$ cat src/rtl/pcf8591_scan_ctrl_if.sv
// Command/response link between the PCF8591 scan sequencer (master) and a byte-level I2C engine (slave).
// One command is outstanding at a time. rsp_valid is a one-cycle completion pulse.
interface pcf8591_scan_ctrl_if;
  logic       cmd_valid;
  logic       cmd_ready;
  logic       cmd_start;
  logic       cmd_stop;
  logic       cmd_read;
  logic       cmd_ack;
  logic [7:0] cmd_wdata;
  logic       rsp_valid;
  logic [7:0] rsp_data;
  logic       rsp_nack;

  modport master (
    output cmd_valid, cmd_start, cmd_stop, cmd_read, cmd_ack, cmd_wdata,
    input  cmd_ready, rsp_valid, rsp_data, rsp_nack
  );

  modport slave (
    input  cmd_valid, cmd_start, cmd_stop, cmd_read, cmd_ack, cmd_wdata,
    output cmd_ready, rsp_valid, rsp_data, rsp_nack
  );
endinterface

$ cat src/rtl/pcf8591_scan_ctrl.sv
// Periodic masked scan of PCF8591 inputs over a byte-level I2C master; PCF_AVG_EN averages 4 reads per channel.
// Latency: sample_valid one cycle after the final data-read response; one command in flight at a time.
// Backpressure: cmd_* held stable until cmd_ready; next command waits for rsp_valid.
module pcf8591_scan_ctrl #(
  parameter logic [6:0] DEV_ADDR    = 7'h48,
  parameter int         NUM_CH      = 4,
  parameter int         SCAN_PERIOD = 1000,
  parameter int         CW          = 2
) (
  input  logic              clk,
  input  logic              reset,
  input  logic              enable,
  input  logic [NUM_CH-1:0] ch_mask,
  pcf8591_scan_ctrl_if.master i2c,
  output logic              sample_valid,
  output logic [CW-1:0]     sample_ch,
  output logic [7:0]        sample_data,
  output logic              busy,
  output logic              nack_err
);

  localparam int PW = (SCAN_PERIOD > 2) ? $clog2(SCAN_PERIOD) : 1;

`ifdef PCF_AVG_EN
  localparam logic FIRST_LAST = 1'b0;
`else
  localparam logic FIRST_LAST = 1'b1;
`endif

  typedef enum logic [1:0] {IDLE, ISSUE, WAIT_RSP, NEXT} stateT;
  typedef enum logic [2:0] {ADDR_W, CTRL, ADDR_R, RD_DUMMY, RD_DATA, RECOVER} stepT;

  typedef struct packed {
    logic       start;
    logic       stop;
    logic       read;
    logic       ack;
    logic [7:0] wdata;
  } cmdT;

  function automatic cmdT cmdFor(stepT s, logic [CW-1:0] c, logic lastRd);
    cmdT r;
    r = '0;
    case (s)
      ADDR_W:   begin r.start = 1'b1; r.wdata = {DEV_ADDR, 1'b0}; end
      CTRL:     r.wdata = 8'h40 | 8'(c);
      ADDR_R:   begin r.start = 1'b1; r.wdata = {DEV_ADDR, 1'b1}; end
      RD_DUMMY: begin r.read = 1'b1; r.ack = 1'b1; end
      RD_DATA:  begin r.read = 1'b1; r.ack = !lastRd; r.stop = lastRd; end
      default:  begin r.stop = 1'b1; r.wdata = 8'hFF; end
    endcase
    return r;
  endfunction

  // {found, index} of the lowest set mask bit at or above start
  function automatic logic [CW:0] findFrom(logic [NUM_CH-1:0] m, int start);
    logic [CW:0] r;
    r = '0;
    for (int i = NUM_CH - 1; i >= 0; i--) begin
      if (i >= start && m[i]) r = {1'b1, CW'(i)};
    end
    return r;
  endfunction

  stateT             state;
  stepT              step;
  stepT              okNext;
  logic [PW-1:0]     periodCnt;
  logic              tick;
  logic [NUM_CH-1:0] maskLat;
  logic [CW-1:0]     chPtr;
  logic              cmdValid;
  cmdT               cmdReg;
  logic [CW:0]       firstHit;
  logic [CW:0]       nextHit;

`ifdef PCF_AVG_EN
  logic [1:0]        avgCnt;
  logic [9:0]        avgSum;
  logic [9:0]        sumNext;
  assign sumNext = avgSum + 10'(i2c.rsp_data);
`endif

  assign tick     = (periodCnt == PW'(SCAN_PERIOD - 1));
  assign firstHit = findFrom(ch_mask, 0);
  assign nextHit  = findFrom(maskLat, int'(chPtr) + 1);
  assign okNext   = (step == ADDR_W) ? CTRL : (step == CTRL) ? ADDR_R : RD_DUMMY;

  assign i2c.cmd_valid = cmdValid;
  assign i2c.cmd_start = cmdReg.start;
  assign i2c.cmd_stop  = cmdReg.stop;
  assign i2c.cmd_read  = cmdReg.read;
  assign i2c.cmd_ack   = cmdReg.ack;
  assign i2c.cmd_wdata = cmdReg.wdata;

  always_ff @(posedge clk) begin
    if (reset || tick) periodCnt <= '0;
    else               periodCnt <= periodCnt + PW'(1);
  end

  always_ff @(posedge clk) begin
    if (reset) begin
      state        <= IDLE;
      step         <= ADDR_W;
      chPtr        <= '0;
      maskLat      <= '0;
      cmdValid     <= 1'b0;
      cmdReg       <= '0;
      sample_valid <= 1'b0;
      sample_ch    <= '0;
      sample_data  <= '0;
      busy         <= 1'b0;
      nack_err     <= 1'b0;
`ifdef PCF_AVG_EN
      avgCnt       <= '0;
      avgSum       <= '0;
`endif
    end else begin
      sample_valid <= 1'b0;
      nack_err     <= 1'b0;
      case (state)
        IDLE: begin
          if (tick && enable && |ch_mask) begin
            maskLat  <= ch_mask;
            busy     <= 1'b1;
            chPtr    <= firstHit[CW-1:0];
            step     <= ADDR_W;
            cmdReg   <= cmdFor(ADDR_W, firstHit[CW-1:0], 1'b1);
            cmdValid <= 1'b1;
            state    <= ISSUE;
          end
        end
        ISSUE: begin
          if (i2c.cmd_ready) begin
            cmdValid <= 1'b0;
            state    <= WAIT_RSP;
          end
        end
        WAIT_RSP: begin
          if (i2c.rsp_valid) begin
            case (step)
              ADDR_W, CTRL, ADDR_R: begin
                // a NACKed write is closed with a STOP-only dummy and the channel is skipped
                if (i2c.rsp_nack) begin
                  nack_err <= 1'b1;
                  step     <= RECOVER;
                  cmdReg   <= cmdFor(RECOVER, chPtr, 1'b1);
                end else begin
                  step     <= okNext;
                  cmdReg   <= cmdFor(okNext, chPtr, 1'b1);
                end
                cmdValid <= 1'b1;
                state    <= ISSUE;
              end
              RD_DUMMY: begin
                step     <= RD_DATA;
                cmdReg   <= cmdFor(RD_DATA, chPtr, FIRST_LAST);
                cmdValid <= 1'b1;
                state    <= ISSUE;
`ifdef PCF_AVG_EN
                avgCnt   <= '0;
                avgSum   <= '0;
`endif
              end
              RD_DATA: begin
`ifdef PCF_AVG_EN
                if (avgCnt == 2'd3) begin
                  sample_valid <= 1'b1;
                  sample_ch    <= chPtr;
                  sample_data  <= sumNext[9:2];
                  state        <= NEXT;
                end else begin
                  avgCnt   <= avgCnt + 2'd1;
                  avgSum   <= sumNext;
                  cmdReg   <= cmdFor(RD_DATA, chPtr, avgCnt == 2'd2);
                  cmdValid <= 1'b1;
                  state    <= ISSUE;
                end
`else
                sample_valid <= 1'b1;
                sample_ch    <= chPtr;
                sample_data  <= i2c.rsp_data;
                state        <= NEXT;
`endif
              end
              default: state <= NEXT;
            endcase
          end
        end
        default: begin
          if (nextHit[CW]) begin
            chPtr    <= nextHit[CW-1:0];
            step     <= ADDR_W;
            cmdReg   <= cmdFor(ADDR_W, nextHit[CW-1:0], 1'b1);
            cmdValid <= 1'b1;
            state    <= ISSUE;
          end else begin
            busy  <= 1'b0;
            state <= IDLE;
          end
        end
      endcase
    end
  end

endmodule

$ cat src/flat_wrapper.sv
// flat-port wrapper written by rule: the top's interface ports become plain ports
module pcf8591_scan_ctrl_flat 
#(
  parameter logic [6:0] DEV_ADDR    = 7'h48,
  parameter int         NUM_CH      = 4,
  parameter int         SCAN_PERIOD = 1000,
  parameter int         CW          = 2
)
  (clk, reset, enable, ch_mask, sample_valid, sample_ch, sample_data, busy, nack_err, i2c_cmd_valid, i2c_cmd_start, i2c_cmd_stop, i2c_cmd_read, i2c_cmd_ack, i2c_cmd_wdata, i2c_cmd_ready, i2c_rsp_valid, i2c_rsp_data, i2c_rsp_nack);
  pcf8591_scan_ctrl_if i2c_i ();
  input  logic clk;
  input  logic reset;
  input  logic enable;
  input  logic [NUM_CH-1:0] ch_mask;
  output logic sample_valid;
  output logic [CW-1:0] sample_ch;
  output logic [7:0] sample_data;
  output logic busy;
  output logic nack_err;
  output wire logic [$bits(i2c_i.cmd_valid)-1:0] i2c_cmd_valid;
  output wire logic [$bits(i2c_i.cmd_start)-1:0] i2c_cmd_start;
  output wire logic [$bits(i2c_i.cmd_stop)-1:0] i2c_cmd_stop;
  output wire logic [$bits(i2c_i.cmd_read)-1:0] i2c_cmd_read;
  output wire logic [$bits(i2c_i.cmd_ack)-1:0] i2c_cmd_ack;
  output wire logic [$bits(i2c_i.cmd_wdata)-1:0] i2c_cmd_wdata;
  input wire logic [$bits(i2c_i.cmd_ready)-1:0] i2c_cmd_ready;
  input wire logic [$bits(i2c_i.rsp_valid)-1:0] i2c_rsp_valid;
  input wire logic [$bits(i2c_i.rsp_data)-1:0] i2c_rsp_data;
  input wire logic [$bits(i2c_i.rsp_nack)-1:0] i2c_rsp_nack;
  assign i2c_cmd_valid = i2c_i.cmd_valid;
  assign i2c_cmd_start = i2c_i.cmd_start;
  assign i2c_cmd_stop = i2c_i.cmd_stop;
  assign i2c_cmd_read = i2c_i.cmd_read;
  assign i2c_cmd_ack = i2c_i.cmd_ack;
  assign i2c_cmd_wdata = i2c_i.cmd_wdata;
  assign i2c_i.cmd_ready = i2c_cmd_ready;
  assign i2c_i.rsp_valid = i2c_rsp_valid;
  assign i2c_i.rsp_data = i2c_rsp_data;
  assign i2c_i.rsp_nack = i2c_rsp_nack;
  pcf8591_scan_ctrl #(.DEV_ADDR(DEV_ADDR), .NUM_CH(NUM_CH), .SCAN_PERIOD(SCAN_PERIOD), .CW(CW)) u_core (.clk(clk), .reset(reset), .enable(enable), .ch_mask(ch_mask), .i2c(i2c_i), .sample_valid(sample_valid), .sample_ch(sample_ch), .sample_data(sample_data), .busy(busy), .nack_err(nack_err));
endmodule
$ cat config.mk
export PLATFORM = sky130hd
export DESIGN_NAME = pcf8591_scan_ctrl_flat
export DESIGN_NICKNAME = d
export VERILOG_FILES = /design/src/rtl/pcf8591_scan_ctrl_if.sv /design/src/rtl/pcf8591_scan_ctrl.sv /design/src/flat_wrapper.sv
export SDC_FILE = /design/constraint.sdc
export NUM_CORES = 1
export LEC_CHECK = 0
export BUFFER_PORTS_ARGS = -buffer_cell sky130_fd_sc_hd__buf_4
export CORE_ASPECT_RATIO = 0.7
export CORE_MARGIN = 2
export CORE_UTILIZATION = 58
export DETAILED_ROUTE_END_ITERATION = 8
export GPL_TIMING_DRIVEN = 1
export PLACE_DENSITY = 0.84
export SYNTH_ARGS = -nofsm -noshare
export SYNTH_HDL_FRONTEND = slang
export SYNTH_SLANG_ARGS = --single-unit
$ cat constraint.sdc
create_clock -name clk -period 3.7 [get_ports clk]
set_input_delay 0.555 -clock clk [delete_from_list [all_inputs] [get_ports clk]]
set_output_delay 0.555 -clock clk [all_outputs]
set_load 0.03 [all_outputs]
==> impl_metrics.prom <==
# TYPE chip_impl_metric gauge
chip_impl_metric{name="placeableCoreArea",unit="um2"} 3470
chip_impl_info{name="mostFrequentLayoutCell",value="sky130_fd_sc_hd__buf_4"} 1
chip_impl_metric{name="ff_latch_area",unit="um2"} 841
chip_impl_metric{name="worst-path-max-fanout",unit=""} 11
chip_impl_metric{name="flow.area_growth_from_synthesis",unit="%"} 23.2
chip_impl_metric{name="postSynth.asyncResetShare",unit=""} 0
chip_impl_metric{name="number_of_flops_mapped_to_enable_cells_by_yosys",unit=""} 0
chip_impl_info{name="synth_area_leaders",value="sky130_fd_sc_hd__dfxtp_1 41%, sky130_fd_sc_hd__mux2i_1 5.8%, sky130_fd_sc_hd__nor2_1 5.5%, sky130_fd_sc_hd__a21oi_1 4.6%, sky130_fd_sc_hd__nand2_1 3.3%"} 1
chip_impl_metric{name="drive_gt1_frac",unit=""} 0.225
chip_impl_metric{name="max-clock-path-buffers",unit=""} 2
chip_impl_metric{name="htree_num_levels",unit=""} 2
chip_impl_metric{name="dp_slack",unit="ps"} 1260
chip_impl_metric{name="synthDistinctLibCells",unit=""} 48
chip_impl_metric{name="synth.ff_latch_count",unit=""} 42
chip_impl_metric{name="worst_clock_skew",unit="ps"} 4.14
chip_impl_metric{name="totalNegativeSetupSlack",unit="ps"} 0
chip_impl_metric{name="synth-warning-count",unit=""} 0
chip_impl_metric{name="grt_usage",unit=""} 0.248
chip_impl_metric{name="drtAntennaViolNets",unit=""} 0
chip_impl_metric{name="power",unit="mW"} 1.17
chip_impl_metric{name="detailed_place_hpwl",unit="um"} 3270
chip_impl_metric{name="min_period",unit="ps"} 2440
chip_impl_metric{name="diodes",unit=""} 0
chip_impl_metric{name="numPortBuffers",unit=""} 43
chip_impl_metric{name="ioPinCount",unit=""} 44
chip_impl_info{name="yosysTopAreaCell",value="sky130_fd_sc_hd__dfxtp_1"} 1
chip_impl_metric{name="clk_transition_reported_paths",unit="ps"} 80
chip_impl_metric{name="die-width",unit="um"} 75.2
chip_impl_info{name="start_kind",value="register"} 1
chip_impl_metric{name="mappedNetlistArea",unit="um2"} 2060
chip_impl_metric{name="postCtsHoldBufs",unit=""} 0
chip_impl_metric{name="final_nets",unit=""} 302
chip_impl_metric{name="peak_clock_frequency_supported_by_timing",unit="MHz"} 410
chip_impl_metric{name="arrival",unit="ps"} 2670
chip_impl_metric{name="cts.repair.resized",unit=""} 0
chip_impl_metric{name="worst_slew_pin_slew",unit="ps"} 979
chip_impl_metric{name="max_cap_viol_count",unit=""} 0
chip_impl_metric{name="hold_viol_final",unit=""} 0
chip_impl_metric{name="grt_first_pass_wirelength",unit="um"} 7520
chip_impl_metric{name="initialDrtViolationCount",unit=""} 187
chip_impl_metric{name="floorplan.die_area",unit="um2"} 4050
chip_impl_metric{name="power-per-cell-area",unit="nW/um2"} 460
chip_impl_info{name="most-common-layout-cells",value="44 x sky130_fd_sc_hd__buf_4, 42 x sky130_fd_sc_hd__dfxtp_1, 30 x sky130_fd_sc_hd__nor2_1"} 1
chip_impl_metric{name="detailedRoute.firstPassIterationCount",unit=""} 4
chip_impl_metric{name="die_h",unit="um"} 53.8
chip_impl_metric{name="tritoncts_num_sinks",unit=""} 42
chip_impl_info{name="synth_ff_type",value="sky130_fd_sc_hd__dfxtp_1"} 1
chip_impl_metric{name="final.period_utilization",unit=""} 0.659
chip_impl_metric{name="syn_inst",unit=""} 242
chip_impl_metric{name="post-route-drc-count",unit=""} 0
chip_impl_metric{name="total_area_of_multi_input_combinational_cells",unit="um2"} 1120
chip_impl_metric{name="filler_cell_count",unit=""} 283
chip_impl_metric{name="critical_path_rt",unit="ps"} 3940
chip_impl_metric{name="cts.repair_timing.setup_buffer_count",unit=""} 0
chip_impl_metric{name="mappedNetlistNets",unit=""} 265
chip_impl_metric{name="setup_viol_count_final",unit=""} 0
chip_impl_metric{name="maxSlewHeadroom",unit=""} 0.342
chip_impl_metric{name="floorplan.initialDensity",unit=""} 0.593
chip_impl_metric{name="grt_max_degree",unit=""} 31
chip_impl_metric{name="rows",unit=""} 18
chip_impl_metric{name="slew_viol_final",unit=""} 0
chip_impl_metric{name="globalplace.congestion",unit=""} 0.902
chip_impl_metric{name="layout_setup_ws",unit="ps"} 1260
chip_impl_info{name="crit_type",value="reg2reg"} 1
chip_impl_info{name="hold_class",value="in2reg"} 1
chip_impl_metric{name="mean_post_synth_cell_area",unit="um2"} 8.51
chip_impl_metric{name="grt_pass1_vias",unit=""} 1678
chip_impl_info{name="cp-end-kind",value="register"} 1
chip_impl_info{name="cts_tree",value="built"} 1
chip_impl_metric{name="wire_per_inst",unit="um"} 14.0
chip_impl_metric{name="vias",unit=""} 1858
chip_impl_metric{name="ys_seq_area_frac",unit=""} 0.409
chip_impl_metric{name="synth_largest_type_area_fraction",unit=""} 0.409
chip_impl_metric{name="placed_cell_area",unit="um2"} 2390
chip_impl_info{name="run_status",value="finished, final reports clean"} 1
chip_impl_info{name="root_buffer",value="sky130_fd_sc_hd__clkbuf_8"} 1
chip_impl_metric{name="grt_antenna_before_repair",unit=""} 0
chip_impl_metric{name="total_leakage_power",unit="nW"} 1.03
chip_impl_metric{name="clk_latency",unit="ps"} 300
chip_impl_metric{name="grt-ovfl-total",unit=""} 0
chip_impl_metric{name="power.ir.vdd_worst",unit="uV"} 320
chip_impl_metric{name="viasPerCell",unit=""} 5.63
chip_impl_metric{name="wirelength",unit="um"} 4630
chip_impl_metric{name="design_area",unit="um2"} 2530
chip_impl_info{name="grt_setup_unrepaired",value="no"} 1
chip_impl_metric{name="cts_buffers",unit=""} 5
[synthesized netlist by cell type, types with 2 or more instances]
cell type and instances:
sky130_fd_sc_hd__nand4_1 3, sky130_fd_sc_hd__clkbuf_1 9, sky130_fd_sc_hd__nor4b_1 3, sky130_fd_sc_hd__and3_1 4, sky130_fd_sc_hd__or4_1 2, sky130_fd_sc_hd__nor3b_1 2
sky130_fd_sc_hd__xor2_1 3, sky130_fd_sc_hd__ha_1 5, sky130_fd_sc_hd__a211oi_1 3, sky130_fd_sc_hd__o31ai_1 2, sky130_fd_sc_hd__or3_1 2, sky130_fd_sc_hd__nor2_1 30
sky130_fd_sc_hd__inv_1 10, sky130_fd_sc_hd__o21ai_0 13, sky130_fd_sc_hd__nand2_1 18, sky130_fd_sc_hd__nand3_1 4, sky130_fd_sc_hd__buf_4 3, sky130_fd_sc_hd__a31o_2 2
sky130_fd_sc_hd__mux2i_1 12, sky130_fd_sc_hd__nor3_1 5, sky130_fd_sc_hd__xnor2_1 3, sky130_fd_sc_hd__a21oi_1 19, sky130_fd_sc_hd__a31oi_1 3, sky130_fd_sc_hd__nor2b_1 4
sky130_fd_sc_hd__dfxtp_1 42, sky130_fd_sc_hd__nand2b_1 8, sky130_fd_sc_hd__o211ai_1 5, sky130_fd_sc_hd__nor4_1 3
[layout make-up]
| cell class | count | share of cell area |
|---|---|---|
| clock buffers | 6 | 0.0326 |
| inverters | 10 | 0.0148 |
| well taps | 50 | 0.0247 |
| flip-flops and latches | 42 | 0.332 |
| clock inverters | 2 | 0.0237 |
| multi-input cells | 176 | 0.442 |
| repair buffers | 44 | 0.130 |
[where the power goes]
group          internal (mW)  leakage, nW  switching [mW]
combinational         0.0812        0.622           0.155
clock                  0.288       0.0714           0.160
sequential             0.468        0.339          0.0134
[metal layers]
metal	routed length, um	vias up	track usage
met2	1960	54	0.396
met5	0	-	0
met4	68	0	0.0877
met3	233	7	0.0543
met1	2370	863	0.334
li1	-	934	-
[per-stage QoR]
stage	hold WS (ps)	cells	util
after floorplan	430	242	-
after global placement	447	322	0.690
after detailed placement	460	322	0.690
after CTS	450	330	0.731
after global routing	484	330	0.731
final	452	330	0.731
[registers in the layout, indices dropped and copies added (netlist names), 2 cells and up]
signal                count
u_core.periodCnt         10
u_core.state              2
u_core.maskLat            3
u_core.step               2
u_core.i2c.cmd_wdata      5
u_core.sample_data        8
u_core.chPtr              2
u_core.sample_ch          2
[worst max-delay path: stages (launching register included)]
cell and delay [ps]:
sky130_fd_sc_hd__dfxtp_1 400, sky130_fd_sc_hd__or3b_4 420, sky130_fd_sc_hd__nor4_1 400, sky130_fd_sc_hd__o211ai_1 390, sky130_fd_sc_hd__or4_1 620, sky130_fd_sc_hd__a21oi_1 140
[worst paths after layout]
check	startpoint	end	slack [ps]	depth (start not counted)
hold / removal	i2c_cmd_ready	u_core.i2c.cmd_valid	450	2
setup reg to reg	u_core.periodCnt[2]	u_core.i2c.cmd_read	1260	5
setup / recovery	u_core.periodCnt[2]	u_core.i2c.cmd_read	1260	5
hold reg to reg	u_core.periodCnt[0]	u_core.periodCnt[0]	470	1
[logic make-up after synthesis]
| kind of cell | count (synthesis) | share of synthesized area |
|---|---|---|
| simple gates | 94 | 0.236 |
| flops | 42 | 0.409 |
| fa+ha+maj | 5 | 0.0304 |
| compound gates | 58 | 0.185 |
| xor+xnor | 6 | 0.0255 |
| buf+inv | 24 | 0.0498 |
| mux | 13 | 0.0638 |
No activity file was read; power rests on OpenSTA's default activity.
